[config.mk]
export PLATFORM = sky130hd
export DESIGN_NAME = host_wb_master
export DESIGN_NICKNAME = d
export VERILOG_FILES = /design/src/rtl/host_wb_master_pkg.sv /design/src/rtl/host_wb_master.sv
export SDC_FILE = /design/constraint.sdc
export NUM_CORES = 1
export LEC_CHECK = 0
export ABC_AREA = 1
export BUFFER_PORTS_ARGS = -buffer_cell sky130_fd_sc_hd__buf_2
export CAP_MARGIN = 20
export CORE_MARGIN = 8
export CORE_UTILIZATION = 45
export CTS_CLUSTER_SIZE = 14
export DETAILED_ROUTE_END_ITERATION = 10
export GPL_ROUTABILITY_DRIVEN = 0
export HOLD_SLACK_MARGIN = 0.03
export PLACE_DENSITY = 0.67
export SYNTH_ARGS = -nofsm -noshare
export SYNTH_HDL_FRONTEND = slang
export SYNTH_SLANG_ARGS = --single-unit
export TNS_END_PERCENT = 30
[constraint.sdc]
create_clock -name clk_i -period 1.9 [get_ports clk_i]
set_input_delay 0.38 -clock clk_i [delete_from_list [all_inputs] [get_ports clk_i]]
set_output_delay 0.38 -clock clk_i [all_outputs]
set_load 0.1 [all_outputs]
[src/rtl/host_wb_master_pkg.sv]
// Shared constants for the host-bus to Wishbone master bridge:
// register map, CTRL/STAT bit positions and FSM encoding.
package host_wb_master_pkg;

    localparam int REG_CTRL    = 0;
    localparam int REG_ADR     = 1;
    localparam int REG_WDATA   = 2;
    localparam int REG_RDATA   = 3;
    localparam int REG_TIMEOUT = 4;

    localparam int CTRL_START   = 0;
    localparam int CTRL_WE      = 1;
    localparam int CTRL_SEL_LSB = 16;

    localparam int STAT_BUSY      = 0;
    localparam int STAT_WE        = 1;
    localparam int STAT_DONE      = 2;
    localparam int STAT_ACKED     = 3;
    localparam int STAT_ERRED     = 4;
    localparam int STAT_TIMED_OUT = 5;

    typedef enum logic {
        ST_IDLE = 1'b0,
        ST_BUS  = 1'b1
    } state_t;

endpackage

[src/rtl/host_wb_master.sv]
// Host-programmable single-cycle classic Wishbone master with err/ack/timeout
// status reporting and a registered host register interface.
module host_wb_master
    import host_wb_master_pkg::*;
#(
    parameter int ADDR_WIDTH      = 4,
    parameter int DATA_WIDTH      = 32,
    parameter int TIMEOUT_WIDTH   = 16,
    parameter int TIMEOUT_DEFAULT = 1024
) (
    input  logic                    clk_i,
    input  logic                    rst_i,
    input  logic                    wren_i,
    input  logic                    rden_i,
    input  logic [ADDR_WIDTH-1:0]   addr_i,
    input  logic [DATA_WIDTH-1:0]   data_i,
    output logic [DATA_WIDTH-1:0]   data_o,
    output logic                    ack_o,
    output logic                    wb_cyc_o,
    output logic                    wb_stb_o,
    output logic                    wb_we_o,
    output logic [DATA_WIDTH-1:0]   wb_adr_o,
    output logic [DATA_WIDTH-1:0]   wb_dat_o,
    output logic [DATA_WIDTH/8-1:0] wb_sel_o,
    input  logic [DATA_WIDTH-1:0]   wb_dat_i,
    input  logic                    wb_ack_i,
    input  logic                    wb_err_i
);

    localparam int SEL_W = DATA_WIDTH / 8;

    localparam logic [ADDR_WIDTH-1:0] ADDR_CTRL    = ADDR_WIDTH'(REG_CTRL);
    localparam logic [ADDR_WIDTH-1:0] ADDR_ADR     = ADDR_WIDTH'(REG_ADR);
    localparam logic [ADDR_WIDTH-1:0] ADDR_WDATA   = ADDR_WIDTH'(REG_WDATA);
    localparam logic [ADDR_WIDTH-1:0] ADDR_RDATA   = ADDR_WIDTH'(REG_RDATA);
    localparam logic [ADDR_WIDTH-1:0] ADDR_TIMEOUT = ADDR_WIDTH'(REG_TIMEOUT);

    state_t                   state_reg;
    logic [DATA_WIDTH-1:0]    adr_reg;
    logic [DATA_WIDTH-1:0]    wdata_reg;
    logic [DATA_WIDTH-1:0]    rdata_reg;
    logic [TIMEOUT_WIDTH-1:0] timeout_reg;
    logic [TIMEOUT_WIDTH-1:0] count_reg;
    logic                     we_reg;
    logic [SEL_W-1:0]         sel_reg;
    logic                     done_reg;
    logic                     acked_reg;
    logic                     erred_reg;
    logic                     timed_out_reg;
    logic                     cyc_reg;
    logic                     wb_we_reg;
    logic [SEL_W-1:0]         wb_sel_reg;
    logic                     ack_reg;
    logic [DATA_WIDTH-1:0]    rd_data_reg;

    logic                     busy;
    logic                     host_wr;
    logic                     start;
    logic                     expired;
    logic [DATA_WIDTH-1:0]    stat_word;
    logic [DATA_WIDTH-1:0]    read_word;

    assign busy    = (state_reg == ST_BUS);
    assign host_wr = wren_i && !busy;
    assign start   = host_wr && (addr_i == ADDR_CTRL) && data_i[CTRL_START];
    // A loaded value of 0 never reaches 1, which is what disables the timeout.
    assign expired = (count_reg == TIMEOUT_WIDTH'(1));

    always_comb begin
        stat_word                          = '0;
        stat_word[STAT_BUSY]               = busy;
        stat_word[STAT_WE]                 = we_reg;
        stat_word[STAT_DONE]               = done_reg;
        stat_word[STAT_ACKED]              = acked_reg;
        stat_word[STAT_ERRED]              = erred_reg;
        stat_word[STAT_TIMED_OUT]          = timed_out_reg;
        stat_word[CTRL_SEL_LSB +: SEL_W]   = sel_reg;
        case (addr_i)
            ADDR_CTRL:    read_word = stat_word;
            ADDR_ADR:     read_word = adr_reg;
            ADDR_WDATA:   read_word = wdata_reg;
            ADDR_RDATA:   read_word = rdata_reg;
            ADDR_TIMEOUT: read_word = DATA_WIDTH'(timeout_reg);
            default:      read_word = '1;
        endcase
    end

    always_ff @(posedge clk_i) begin
        if (rst_i) begin
            state_reg     <= ST_IDLE;
            adr_reg       <= '0;
            wdata_reg     <= '0;
            rdata_reg     <= '0;
            timeout_reg   <= TIMEOUT_WIDTH'(TIMEOUT_DEFAULT);
            count_reg     <= '0;
            we_reg        <= 1'b0;
            sel_reg       <= '0;
            done_reg      <= 1'b0;
            acked_reg     <= 1'b0;
            erred_reg     <= 1'b0;
            timed_out_reg <= 1'b0;
            cyc_reg       <= 1'b0;
            wb_we_reg     <= 1'b0;
            wb_sel_reg    <= '1;
            ack_reg       <= 1'b0;
            rd_data_reg   <= '0;
        end else begin
            ack_reg     <= rden_i | wren_i;
            rd_data_reg <= rden_i ? read_word : '0;

            if (host_wr) begin
                case (addr_i)
                    ADDR_ADR:     adr_reg     <= data_i;
                    ADDR_WDATA:   wdata_reg   <= data_i;
                    ADDR_TIMEOUT: timeout_reg <= data_i[TIMEOUT_WIDTH-1:0];
                    default:      ;
                endcase
            end

            case (state_reg)
                ST_IDLE: begin
                    if (start) begin
                        state_reg     <= ST_BUS;
                        cyc_reg       <= 1'b1;
                        we_reg        <= data_i[CTRL_WE];
                        wb_we_reg     <= data_i[CTRL_WE];
                        sel_reg       <= data_i[CTRL_SEL_LSB +: SEL_W];
                        wb_sel_reg    <= data_i[CTRL_SEL_LSB +: SEL_W];
                        done_reg      <= 1'b0;
                        acked_reg     <= 1'b0;
                        erred_reg     <= 1'b0;
                        timed_out_reg <= 1'b0;
                        count_reg     <= timeout_reg;
                    end
                end
                ST_BUS: begin
                    // err wins over ack, ack wins over a coincident expiry
                    if (wb_err_i || wb_ack_i || expired) begin
                        state_reg     <= ST_IDLE;
                        cyc_reg       <= 1'b0;
                        wb_we_reg     <= 1'b0;
                        done_reg      <= 1'b1;
                        erred_reg     <= wb_err_i;
                        acked_reg     <= !wb_err_i && wb_ack_i;
                        timed_out_reg <= !wb_err_i && !wb_ack_i;
                        if (!wb_err_i && wb_ack_i && !we_reg) begin
                            rdata_reg <= wb_dat_i;
                        end
                    end else if (count_reg != '0) begin
                        count_reg <= count_reg - TIMEOUT_WIDTH'(1);
                    end
                end
                default: state_reg <= ST_IDLE;
            endcase
        end
    end

    assign ack_o    = ack_reg;
    assign data_o   = rd_data_reg;
    assign wb_cyc_o = cyc_reg;
    assign wb_stb_o = cyc_reg;
    assign wb_we_o  = wb_we_reg;
    assign wb_adr_o = adr_reg;
    assign wb_dat_o = wdata_reg;
    assign wb_sel_o = wb_sel_reg;

endmodule
==> flow_summary.yaml <==
setup_path:
  critical_path_buf_inv_count: 1
  cp_num_cells: 1
  startpoint: "wb_sel_o[1]$_SDFFE_PP1P_"
  cpPeakStageDelay_ps: 460
  worst_ep_required_time_ps: 1520
  r2r_start: "count_reg[0]$_SDFFE_PP0P_"
  crit_chain: "buf_2"
  worstSetupPathType: "reg2out"
  critPathTopFamily: "buffers and inverters"
  cp-start-kind: "register"
  cp.arrival_ps: 1300
  end_kind: "output pin"
  critical-path-slowest-cell: "buf_2"
  crit_fanout: 2
  r2r_cells: 10
grt:
  grt_first_pass_wirelength_mm: 38.16
  antenna_found_initial: 1
  grt_pass1_vias: 7015
  grt_max_degree: 47
  track_usage_pct: 23.84
  grt_overflow: 0
final_layout:
  ff_latch_area_um2: 3543
  fin_nets: 1259
  fin_area_um2: 9140
  fill_cells: 1557
  fin_util_pct: 57.33
  area_delta_synth_final_pct: 24.26
  multi_input_area_um2: 3197
  stdcell_count: 1413
  drive_gt1_share_pct: 22.24
sta:
  tightest_slew_ps: 564.4
  finalSetupTns_ps: 0
  final_hold_viol_count: 0
  slew_viol_final: 0
  setup_viol: 0
  fin_crit_ps: 1679
  rsz0062_at_grt: "no"
  fin_worst_skew_ps: 6.698
  post-route-period-util_pct: 88.34
  fmax_mhz: 595.8
  maxSlewHeadroom_pct: 62.37
clock_network:
  clk_pin_slew_ps: 70
  cts_buffers: 17
  tritoncts: "done"
  cts_setup_buffers: 0
  cts.sinks: 177
  root_buffer: "clkbuf_16"
  cts_buffer_depth: 2
  cts_hold_buf: 0
  clk_latency_ps: 440
  clock_tree.htree_level_count: 4
hold_path:
  hold_path.class: "in2reg"
  hp-start: "wb_dat_i[11]"
  hold_depth: 3
logic_synthesis:
  syn-cell-area_um2: 7356
  yosys.area_share.adder_pct: 0.3402
  ys_warn_count: 0
  syn_area_per_cell_um2: 7.254
  synth.yosys.seq_area_share_pct: 48.17
  syn_inst: 1014
  synth-seq-cells: 177
  synth_mux_area_share_pct: 0
  yosys.area_share.simple_pct: 23.37
  synth_xor_xnor_area_share_pct: 0
  synth_top_family_by_area: "simple AND/OR/NAND/NOR gates"
  synthDistinctLibCells: 32
  synth_compound_area_share_pct: 19.63
  synth_fp_nets: 1090
place:
  placed_area_um2: 8527
  placed_cells: 1380
  port_buffers: 177
  place_hpwl_mm: 17.44
die:
  initial_utilization_pct: 46.14
  die_area_um2: 20690
  dieWidth_um: 143.9
  die_y_um: 143.9
  core_area_um2: 15940
  rows: 46
  io-pin-count: 178
pwr:
  irDropWorstVdd_mv: 0.6787
  power.density_nw_per_um2: 926.8
  p_leak_nw: 3.979
route:
  highest-signal-layer: "met4"
  drcViolationCount: 0
  drt-wirelength-per-cell_um: 17.19
  wirelength_mm: 24.29
  met1_length_mm: 10.68
  vias: 7404
  dr_wl_met3_mm: 1.835
  drt_iter0_markers: 648
  firstDrtPassIters: 5
  met2_length_mm: 11.17
  routed_via_density: 5.240
  ant_nets: 0
flow_run:
  drv_cap: 0
run_status:
  status: "completed"
## worst min-delay path: stages
cell and delay [ps]:
buf_2 70, o21ai_1 50, nor2_1 70
## power by group
part | leakage (nW) | switching, mW | internal [mW]
Clock | 0.288 | 1.67 | 1.88
Combinational | 2.25 | 0.853 | 0.238
Sequential | 1.44 | 0.0453 | 3.79
## per-layer routing
layer  global-route usage, %  vias up
met5                       0        -
met4                   8.578        0
met3                   6.470       38
met2                   36.05      301
met1                   31.82     3390
li1                        -     3675
## worst paths after layout
kind	to	slack [ps]
worst max-delay path	wb_sel_o[1]	220
worst min-delay path	rdata_reg[11]$_SDFFE_PP0P_	170
worst max register to register	count_reg[0]$_SDFFE_PP0P_	240
worst min register to register	wb_sel_o[2]$_SDFFE_PP1P_	450
## cells in the mapped netlist (all sizes together)
cell type	count	area share, %
a211oi	3	0.31
a21oi	129	8.8
a31oi	2	0.17
a41oi	13	1.5
buf	31	2.3
clkbuf	32	1.6
clkinv	2	0.17
dfxtp	177	48
ha	2	0.34
inv	85	4.3
nand2	214	11
nand3	69	4.9
nand3b	1	0.10
nand4	2	0.17
nor2	124	6.7
nor3	2	0.20
o21ai	111	7.6
o22ai	15	1.3
## layout by cell type (no fill, tap or decap), types with 3 or more instances in the layout
cell type	instances
a211oi_1	3
a21oi_1	129
a41oi_1	13
buf_12	3
buf_2	177
buf_4	33
clkbuf_16	17
clkinv_4	3
clkinv_8	3
dfxtp_1	177
inv_1	80
inv_2	6
inv_6	3
inv_8	3
nand2_1	209
nand3_1	67
nor2_1	118
nor2_2	4
o21ai_0	94
o21ai_1	17
o22ai_1	15
## stage by stage
step                hold slack, ps  setup WS [ps]  total power, mW
floorplan                    423.7          146.5            4.696
global placement             433.6          101.4            5.000
detailed placement           439.0          95.82            5.003
CTS                          164.4          210.3            8.514
global route                 171.8          44.91            8.783
finish                       174.9          221.5            8.471
## cell families after synthesis
group | after synthesis
buffers and inverters | 150
AO/OA/AOI/OAI | 273
flip-flops | 177
AND/OR/NAND/NOR | 412
adder cells (fa/ha/maj) | 2
## cell type report
type	count	share of cell area (%)
diodes	1	0.02738
clock buffers	17	4.654
clock inverters	15	1.930
inverters	87	3.628
multi-input cells	687	34.98
flip-flops and latches	177	38.77
well taps	216	2.957
repair buffers	213	13.06
## what timing repair did
action | in CTS | in global routing
gates resized for setup | 0 | 1
endpoints found under the hold margin | 0 | 0
setup endpoints to repair | 0 | 6
No activity file was read; power rests on OpenSTA's default activity.
